### src/rtl/uart_tx_fifo_if.sv
// ---------------------------------------------------------------------------
// uart_tx_fifo_if
//
// Purpose: groups the processor write port, the UART engine handshake and the
// status flags of the transmit FIFO into one bundle.
//
// Signals:
//   wr, din      processor write strobe and byte to enqueue
//   clr_ovf      synchronous clear of the sticky overflow flag
//   tx_rdy       ready level from the UART transmit engine
//   load         single-cycle load pulse to the UART
//   tx_data      byte presented to the UART, held between loads
//   full, empty  occupancy flags
//   count        occupancy, 0..DEPTH
//   overflow     sticky flag, a write was attempted while full
//   half_intr    drain-past-half pulse (tied low unless the feature is built)
//
// Modports:
//   master  the surroundings: processor port decoder plus UART engine
//   slave   the FIFO itself
// ---------------------------------------------------------------------------
interface uart_tx_fifo_if #(
  parameter int ADDR_W = 4,
  parameter int DATA_W = 8
);
  logic              wr;
  logic [DATA_W-1:0] din;
  logic              clr_ovf;
  logic              tx_rdy;
  logic              load;
  logic [DATA_W-1:0] tx_data;
  logic              full;
  logic              empty;
  logic [ADDR_W:0]   count;
  logic              overflow;
  logic              half_intr;

  modport master (
    output wr, din, clr_ovf, tx_rdy,
    input  load, tx_data, full, empty, count, overflow, half_intr
  );

  modport slave (
    input  wr, din, clr_ovf, tx_rdy,
    output load, tx_data, full, empty, count, overflow, half_intr
  );
endinterface

### src/rtl/uart_tx_fifo.sv
// ---------------------------------------------------------------------------
// uart_tx_fifo
//
// Purpose: transmit-side buffer between the processor write port and the UART
// transmit engine. Bytes written by the processor are queued in a circular
// FIFO; a handshake FSM drains them one at a time, issuing a single-cycle
// load pulse whenever the engine reports ready.
//
// Ports:
//   clk   system clock
//   rst   asynchronous, active-low reset (0 clears all state immediately)
//   bus   uart_tx_fifo_if.slave: wr/din/clr_ovf/tx_rdy in,
//         load/tx_data/full/empty/count/overflow/half_intr out
//
// Build option:
//   UART_TX_FIFO_HALF_INTR_EN  when defined, half_intr is a registered
//   one-cycle pulse as count drains from DEPTH/2+1 to DEPTH/2; otherwise
//   half_intr is tied to 0.
// ---------------------------------------------------------------------------
module uart_tx_fifo #(
  parameter int DEPTH  = 16,
  parameter int ADDR_W = $clog2(DEPTH),
  parameter int DATA_W = 8
) (
  input  logic          clk,
  input  logic          rst,
  uart_tx_fifo_if.slave bus
);
  localparam int               CNT_W    = ADDR_W + 1;
  localparam logic [CNT_W-1:0] CNT_FULL = CNT_W'(DEPTH);
  localparam logic [CNT_W-1:0] CNT_ONE  = CNT_W'(1);
  localparam logic [ADDR_W-1:0] PTR_ONE = ADDR_W'(1);

  typedef enum logic [1:0] {
    IDLE,
    LOAD,
    WAIT_BUSY,
    WAIT_RDY
  } state_t;

  state_t            state_q, state_d;
  logic [DATA_W-1:0] mem_q [DEPTH];
  logic [ADDR_W-1:0] wr_ptr_q, wr_ptr_d;
  logic [ADDR_W-1:0] rd_ptr_q, rd_ptr_d;
  logic [CNT_W-1:0]  count_q, count_d;
  logic              full_q, full_d;
  logic              empty_q, empty_d;
  logic              overflow_q, overflow_d;
  logic [DATA_W-1:0] tx_data_q, tx_data_d;
  logic              push, pop;
  logic              load_c;

  // Datapath next-state. A write while full is dropped based on the
  // registered (pre-edge) full flag, even if a pop frees a slot this cycle.
  always_comb begin
    push       = bus.wr && !full_q;
    pop        = (state_q == IDLE) && !empty_q && bus.tx_rdy;
    wr_ptr_d   = wr_ptr_q;
    rd_ptr_d   = rd_ptr_q;
    count_d    = count_q;
    tx_data_d  = tx_data_q;
    overflow_d = overflow_q;

    if (push) begin
      wr_ptr_d = wr_ptr_q + PTR_ONE;
    end
    if (pop) begin
      rd_ptr_d  = rd_ptr_q + PTR_ONE;
      tx_data_d = mem_q[rd_ptr_q];
    end

    case ({push, pop})
      2'b10:   count_d = count_q + CNT_ONE;
      2'b01:   count_d = count_q - CNT_ONE;
      default: count_d = count_q;
    endcase

    full_d  = (count_d == CNT_FULL);
    empty_d = (count_d == '0);

    // Setting wins over clearing when both happen in the same cycle.
    if (bus.clr_ovf) begin
      overflow_d = 1'b0;
    end
    if (bus.wr && full_q) begin
      overflow_d = 1'b1;
    end
  end

  // Handshake FSM. WAIT_BUSY insists on seeing tx_rdy fall before WAIT_RDY
  // accepts it rising again, so a stale ready level is never taken as
  // completion of the byte just loaded.
  always_comb begin
    state_d = state_q;
    load_c  = 1'b0;
    case (state_q)
      IDLE: begin
        if (pop) begin
          state_d = LOAD;
        end
      end
      LOAD: begin
        load_c  = 1'b1;
        state_d = WAIT_BUSY;
      end
      WAIT_BUSY: begin
        if (!bus.tx_rdy) begin
          state_d = WAIT_RDY;
        end
      end
      WAIT_RDY: begin
        if (bus.tx_rdy) begin
          state_d = IDLE;
        end
      end
      default: state_d = IDLE;
    endcase
  end

  always_ff @(posedge clk or negedge rst) begin
    if (!rst) begin
      state_q    <= IDLE;
      wr_ptr_q   <= '0;
      rd_ptr_q   <= '0;
      count_q    <= '0;
      full_q     <= 1'b0;
      empty_q    <= 1'b1;
      overflow_q <= 1'b0;
      tx_data_q  <= '0;
    end else begin
      state_q    <= state_d;
      wr_ptr_q   <= wr_ptr_d;
      rd_ptr_q   <= rd_ptr_d;
      count_q    <= count_d;
      full_q     <= full_d;
      empty_q    <= empty_d;
      overflow_q <= overflow_d;
      tx_data_q  <= tx_data_d;
    end
  end

  // Storage needs no reset: an entry is only read after it has been written.
  always_ff @(posedge clk) begin
    if (push) begin
      mem_q[wr_ptr_q] <= bus.din;
    end
  end

  // load decodes straight from the state register so reset drops it
  // asynchronously.
  assign bus.load     = load_c;
  assign bus.tx_data  = tx_data_q;
  assign bus.count    = count_q;
  assign bus.full     = full_q;
  assign bus.empty    = empty_q;
  assign bus.overflow = overflow_q;

`ifdef UART_TX_FIFO_HALF_INTR_EN
  localparam logic [CNT_W-1:0] CNT_HALF = CNT_W'(DEPTH / 2);

  logic half_q, half_d;

  // Fires only on the downward step DEPTH/2+1 -> DEPTH/2.
  always_comb begin
    half_d = (count_q == (CNT_HALF + CNT_ONE)) && (count_d == CNT_HALF);
  end

  always_ff @(posedge clk or negedge rst) begin
    if (!rst) begin
      half_q <= 1'b0;
    end else begin
      half_q <= half_d;
    end
  end

  assign bus.half_intr = half_q;
`else
  assign bus.half_intr = 1'b0;
`endif

endmodule

### src/flat_wrapper.sv
// flat-port wrapper written by rule: the top's interface ports become plain ports
module uart_tx_fifo_flat 
#(
  parameter int DEPTH  = 16,
  parameter int ADDR_W = $clog2(DEPTH),
  parameter int DATA_W = 8
)
  (clk, rst, bus_wr, bus_din, bus_clr_ovf, bus_tx_rdy, bus_load, bus_tx_data, bus_full, bus_empty, bus_count, bus_overflow, bus_half_intr);
  uart_tx_fifo_if #(.ADDR_W(ADDR_W), .DATA_W(DATA_W)) bus_i ();
  input  logic clk;
  input  logic rst;
  input wire logic [$bits(bus_i.wr)-1:0] bus_wr;
  input wire logic [$bits(bus_i.din)-1:0] bus_din;
  input wire logic [$bits(bus_i.clr_ovf)-1:0] bus_clr_ovf;
  input wire logic [$bits(bus_i.tx_rdy)-1:0] bus_tx_rdy;
  output wire logic [$bits(bus_i.load)-1:0] bus_load;
  output wire logic [$bits(bus_i.tx_data)-1:0] bus_tx_data;
  output wire logic [$bits(bus_i.full)-1:0] bus_full;
  output wire logic [$bits(bus_i.empty)-1:0] bus_empty;
  output wire logic [$bits(bus_i.count)-1:0] bus_count;
  output wire logic [$bits(bus_i.overflow)-1:0] bus_overflow;
  output wire logic [$bits(bus_i.half_intr)-1:0] bus_half_intr;
  assign bus_i.wr = bus_wr;
  assign bus_i.din = bus_din;
  assign bus_i.clr_ovf = bus_clr_ovf;
  assign bus_i.tx_rdy = bus_tx_rdy;
  assign bus_load = bus_i.load;
  assign bus_tx_data = bus_i.tx_data;
  assign bus_full = bus_i.full;
  assign bus_empty = bus_i.empty;
  assign bus_count = bus_i.count;
  assign bus_overflow = bus_i.overflow;
  assign bus_half_intr = bus_i.half_intr;
  uart_tx_fifo #(.DEPTH(DEPTH), .ADDR_W(ADDR_W), .DATA_W(DATA_W)) u_core (.clk(clk), .rst(rst), .bus(bus_i));
endmodule
### config.mk
export PLATFORM = sky130hd
export DESIGN_NAME = uart_tx_fifo_flat
export DESIGN_NICKNAME = d
export VERILOG_FILES = /design/src/rtl/uart_tx_fifo_if.sv /design/src/rtl/uart_tx_fifo.sv /design/src/flat_wrapper.sv
export SDC_FILE = /design/constraint.sdc
export NUM_CORES = 1
export LEC_CHECK = 0
export ABC_AREA = 1
export CORE_MARGIN = 3
export CORE_UTILIZATION = 55
export DETAILED_ROUTE_END_ITERATION = 6
export PLACE_DENSITY = 0.77
export REMOVE_ABC_BUFFERS = 1
export SLEW_MARGIN = 0
export SYNTH_ARGS = -nofsm -noshare
export SYNTH_HDL_FRONTEND = slang
export SYNTH_SLANG_ARGS = --single-unit
export TNS_END_PERCENT = 20
### constraint.sdc
create_clock -name clk -period 3.13 [get_ports clk]
set_input_delay 0.626 -clock clk [delete_from_list [all_inputs] [get_ports clk]]
set_output_delay 0.626 -clock clk [all_outputs]
set_load 0.1 [all_outputs]
==> impl_metrics.yaml, run 1 <==
place:
  globalplace.congestion: 0.830
  hpwlAfterDp_mm: 8.59
  port_buffers: 29
  dp_slack_ns: 0.236
  dp_cells: 754
clock_network:
  clk_latency_ns: 0.42
  root_buffer: "clkbuf_16"
  clockBufferDepth: 2
  hold_buffers: 0
  cts_buffers: 17
  post_cts.repair.setup_buffers: 0
  cts_tree: "built"
  path_clk_slew_ns: 0.06
  htreeDepth: 4
  cts-resized-gates: 0
  clock_sinks: 154
timing:
  setup_viol: 0
  clock_skew_ns: 0.00747
  whs_ns: 0.538
  fin_tns_setup_ns: 0
  period_share: 0.789
  slew_viol_final: 0
  slew_headroom: 0.427
  setup_slack_ns: 0.659
  fin_crit_ns: 2.47
  rsz0062_at_grt: "no"
  max_freq_mhz: 405
  worst_slew_pin_slew_ns: 0.856
  hold_viol: 0
power_and_ir_drop:
  peakVddDrop_v: 0.000860
  power_per_cell_area_nw_per_um2: 1040
  total_power_mw: 7.82
  power_leakage_nw: 3.01
critical_path:
  max_stage_delay_ns: 0.50
  cp-end-kind: "flop"
  crit_top_cell: "nor2_1"
  critical-path-slowest-cell: "clkdlybuf4s50_1"
  critical_path_class: "in2reg"
  crit_chain: "clkdlybuf4s50_1, inv_1, nor3_4, ha_1, nor2_1, nor2_1, ha_1, o21ai_0, nand2_1, nor2_1, nand3_1, nor2_1"
  cp.arrival_ns: 2.83
  required_ns: 3.49
  crit_path_start_kind: "input pin"
  cp_max_fo: 6
detailed_routing:
  wirelength_mm: 14.1
  drtIter0Drc: 509
  route.vias.total: 4414
  vias_per_cell: 5.62
  antenna_left: 0
  drc: 0
  dr.pass1.iters: 5
  wl_per_cell_microns: 18.0
global_routing:
  overflow: 0
  grt_pass1_wl_mm: 22.6
  grt_use_met3: 0.0516
  met1_usage: 0.302
  grt_max_degree: 39
  track_usage: 0.231
  grt_use_met2: 0.373
  grt_pass1_vias: 4351
  grt-busiest-layer: "met2"
  antenna_found_initial: 0
die:
  rows: 39
  die_w_microns: 115
  die_area_sq_um: 13200
  die_height_microns: 115
  initial_core_util: 0.568
  pin_count: 31
  core_sq_um: 11500
final_layout:
  final_cell_mix: "191 x nand2_1, 128 x edfxtp_1, 103 x nand3_1"
  fin_cells: 786
  drive_above_1_share: 0.117
  antenna_cells: 0
  layout_commonest_cell: "nand2_1"
  areaGrowthSynthToFinish_pct: 15.5
  fin_nets: 657
flow_run:
  cap_viol_max_count: 0
synthesis:
  async_flop_share: 0.169
  synthXorXnorAreaFrac: 0.0107
  synthSimpleGateAreaFrac: 0.213
  synthCells: 588
  synthMuxAreaShare: 0.00153
  synth_area_sq_um: 6540
  syn_avg_cell_area_sq_um: 11.1
  synth_top_family_by_area: "simple AND/OR/NAND/NOR gates"
  synth_fa_ha_area_frac: 0.0268
  ys_ff_latch: 154
  synthFlopType: "edfxtp_1"
  synth.yosys.seq_area_share: 0.688
  synth-compound-area-share: 0.0195
  synth_cell_types: 26
  yosysWarnings: 0
  synth_edf_count: 128
status:
  outcome: "completed"
worst_hold_path:
  worstHoldPathType: "reg2reg"
## cell usage after synthesis (4+ instances only)
| master | instances | area share |
|---|---|---|
| ha_1 | 14 | 0.027 |
| nand2_1 | 191 | 0.11 |
| a21oi_1 | 19 | 0.015 |
| edfxtp_1 | 128 | 0.59 |
| nor2_1 | 30 | 0.017 |
| inv_1 | 25 | 0.014 |
| nand3_1 | 103 | 0.079 |
| buf_2 | 15 | 0.011 |
| o21ai_0 | 5 | 0.0038 |
| xor2_1 | 8 | 0.011 |
| dfrtp_1 | 25 | 0.096 |
| buf_6 | 4 | 0.0069 |
## worst max-delay path, delay by kind of cell
| kind | cells | cell delay [ns] |
|---|---|---|
| and+or+nand+nor | 7 | 0.86 |
| buffers and inverters | 2 | 0.59 |
| adders and majority gates | 2 | 0.54 |
| AOI/OAI and AO/OA | 1 | 0.21 |
## registers in the layout (all words and copies together) (netlist names)
| register | flops |
|---|---|
| u_core.rd_ptr_q | 4 |
| u_core.bus.overflow | 1 |
| u_core.bus.full | 1 |
| u_core.bus.count | 5 |
| u_core.state_q | 2 |
| u_core.bus.tx_data | 8 |
| u_core.wr_ptr_q | 4 |
| u_core.bus.empty | 1 |
| u_core.mem_q | 128 |
## worst paths after layout
path                                      from                  end  slack, ns  cells past startpoint
setup reg to reg             u_core.state_q[0]     u_core.bus.empty       0.70                     13
hold / removal             u_core.bus.overflow  u_core.bus.overflow       0.54                      2
setup / recovery                    bus_tx_rdy     u_core.bus.empty       0.66                     12
min in group asynchronous                  rst    u_core.state_q[0]       0.69                      1
max in group asynchronous                  rst     u_core.bus.empty       1.68                      2
hold reg to reg            u_core.bus.overflow  u_core.bus.overflow       0.54                      2
## per-layer routing
layer	routed length, microns	up-vias
met1	5660	2102
met2	7030	188
met4	462	0
li1	-	2087
met3	996	37
met5	0	-
## stage by stage
step	utilization	area (sq um)
2_1_floorplan	-	6380
3_3_place_gp	0.604	6960
3_5_place_dp	0.604	6960
4_1_cts	0.656	7550
5_1_grt	0.656	7550
6_report	0.656	7550
## power breakdown
group | internal, mW | switching (mW) | leakage (nW)
Combinational | 0.791 | 2.22 | 1.27
Sequential | 2.56 | 0.252 | 1.46
Clock | 1.19 | 0.794 | 0.282
## area by class of cell
class	instances	area (sq um)
clock inverters	14	150
well taps	143	179
flip-flops and latches	154	4500
fillers	829	3970
clock buffers	18	439
inverters	29	109
multi-input cells	379	1780
repair buffers	49	398
## cells by family after synthesis
logic type / count (synthesis)
buffers and inverters: 55
flip-flops: 154
AND/OR/NAND/NOR: 330
XOR/XNOR: 8
other: 1
multiplexers: 1
adder cells (fa/ha/maj): 14
AO/OA/AOI/OAI: 25
No activity file was read; power rests on OpenSTA's default activity.
==> run 2, diff against run 1 <==
==> constraint.sdc (replaced) <==
create_clock -name clk -period 2.34 [get_ports clk]
set_input_delay 0.468 -clock clk [delete_from_list [all_inputs] [get_ports clk]]
set_output_delay 0.468 -clock clk [all_outputs]
set_load 0.1 [all_outputs]
==> impl_metrics.yaml, run 2 (synthesis gave the netlist of run 1 again) <==
final_layout:
  multi_input_area_sq_um: 1820
  fin_cells: 806
  drive_above_1_share: 0.155
  regArea_sq_um: 4500
  layout_commonest_cell: "nand2_1"
  fill_cells: 815
  largest-register: "u_core.mem_q"
  antenna_cells: 0
  final_cell_mix: "188 x nand2_1, 128 x edfxtp_1, 102 x nand3_1"
  fin_util: 0.673
  areaGrowthSynthToFinish_pct: 18.5
  largest_reg_flops: 128
  fin_nets: 677
critical_path:
  required_ns: 2.69
  worstPathBufferInverterCount: 5
  cp.arrival_ns: 2.59
  crit_path_start_kind: "flop"
  cp_max_fo: 5
  cp-end-kind: "flop"
  max_stage_delay_ns: 0.41
  crit_chain: "inv_2, ha_4, inv_2, nor3_4, ha_4, nand2_2, inv_2, nor2_1, ha_2, inv_1, nand2_2, inv_1, nand2_1, nand3_2, nand2_2, nor2_2, nand3_1, nor2_1"
  critPathTopFamily: "simple AND/OR/NAND/NOR gates"
  critical-path-slowest-cell: "dfrtp_1"
  critical_path_class: "reg2reg"
flow_run:
  cap_viol_max_count: 0
detailed_routing:
  wl_per_cell_microns: 17.5
  route.met3.wl_mm: 1.05
  drtIter0Drc: 498
  m1WireLength_mm: 5.84
  dr.pass1.iters: 5
  met2_wirelength_mm: 6.84
  route.vias.total: 4474
  vias_per_cell: 5.55
  top_layer_used: "met4"
  antenna_left: 0
  wirelength_mm: 14.1
  drc: 0
global_routing:
  grt_pass1_vias: 4262
  grt_max_degree: 40
  overflow: 0
  antenna_found_initial: 0
  grt_pass1_wl_mm: 21.9
  track_usage: 0.223
timing:
  fin_crit_ns: 2.24
  period_share: 0.959
  clock_skew_ns: 0.00975
  slew_headroom: 0.510
  slew_viol_final: 0
  whs_ns: 0.440
  setup_viol: 0
  hold_viol: 0
  max_freq_mhz: 446
  worst_slew_pin_slew_ns: 0.733
worst_hold_path:
  worstHoldPathType: "in2async"
place:
  globalplace.congestion: 0.798
  dp_cells: 768
  hpwlAfterDp_mm: 8.73
  port_buffers: 29
power_and_ir_drop:
  internal-power_mw: 6.31
  pwr-share-clk: 0.247
  power_frac_seq: 0.349
  p_switching_mw: 4.37
  power_per_cell_area_nw_per_um2: 1380
  comb_power_share: 0.404
  switching_share: 0.409
  power_leakage_nw: 3.12
  peakVddDrop_v: 0.00105
clock_network:
  clk_latency_ns: 0.42
  htreeDepth: 4
  path_clk_slew_ns: 0.06
  cts_tree: "built"
  root_buffer: "clkbuf_16"
  clock_sinks: 154
  cts_buffers: 17
  clockBufferDepth: 2
die:
  initial_core_util: 0.568
  die_w_microns: 115
  pin_count: 31
  rows: 39
  core_sq_um: 11500
  die_height_microns: 115
  die_area_sq_um: 13200
status:
  outcome: "completed"
-- run 2: power by group through the flow --
stage	sequential, mW	clock (mW)	combinational (mW)
global route	3.77	2.81	4.68
finish	3.73	2.63	4.31
global placement	3.75	0	3.99
detailed placement	3.77	0	4.13
floorplan	4.75	0	1.86
CTS	3.72	2.66	4.15
-- run 2: cell type report --
class                   instances  share of cell area
flip-flops and latches        154               0.581
multi-input cells             379               0.236
repair buffers                 69              0.0724
clock buffers                  24              0.0622
well taps                     143              0.0231
inverters                      29              0.0141
clock inverters                 8              0.0123
-- run 2: layer usage --
metal,up-vias,GRT usage
li1,2136,-
met1,2095,0.290
met2,209,0.363
met3,34,0.0568
met4,0,0.0892
met5,-,0
-- run 2: timing repair --
item	in CTS	in global routing
gates cloned	0	0
pin swaps	0	11
buffers inserted	0	6
endpoints found under the hold margin	0	0
setup endpoints to repair	1	3
resized for setup	1	15
hold buffers	0	0
-- run 2: final timing paths --
| check | start | to | slack (ns) | cells past startpoint |
|---|---|---|---|---|
| setup reg to reg | u_core.state_q[0] | u_core.bus.empty | 0.1 | 18 |
| min in group clk | u_core.bus.overflow | u_core.bus.overflow | 0.53 | 2 |
| max in group asynchronous | rst | u_core.rd_ptr_q[0] | 1.58 | 2 |
| hold reg to reg | u_core.bus.overflow | u_core.bus.overflow | 0.53 | 2 |
| setup / recovery | u_core.state_q[0] | u_core.bus.empty | 0.1 | 18 |
| hold / removal | rst | u_core.bus.count[3] | 0.44 | 2 |
-- run 2: per-stage QoR --
stage / area [sq um] / TNS [ns] / power (mW) / setup slack (ns)
finish: 7750 / 0 / 10.7 / 0.0961
global route: 7750 / -0.0613 / 11.3 / -0.0461
floorplan: 6380 / -3.04 / 6.61 / -0.321
global placement: 7080 / -0.487 / 7.74 / -0.205
detailed placement: 7080 / -0.743 / 7.90 / -0.298
CTS: 7660 / 0 / 10.5 / 0.0158
-- run 2: worst register-to-register path, stage by stage, from the launching register on --
cell,delay (ns)
dfrtp_1,0.41
inv_2,0.12
ha_4,0.13
inv_2,0.04
nor3_4,0.24
ha_4,0.19
nand2_2,0.05
inv_2,0.05
nor2_1,0.05
ha_2,0.17
inv_1,0.06
nand2_2,0.06
inv_1,0.06
nand2_1,0.06
nand3_2,0.08
nand2_2,0.06
nor2_2,0.11
nand3_1,0.10
nor2_1,0.12
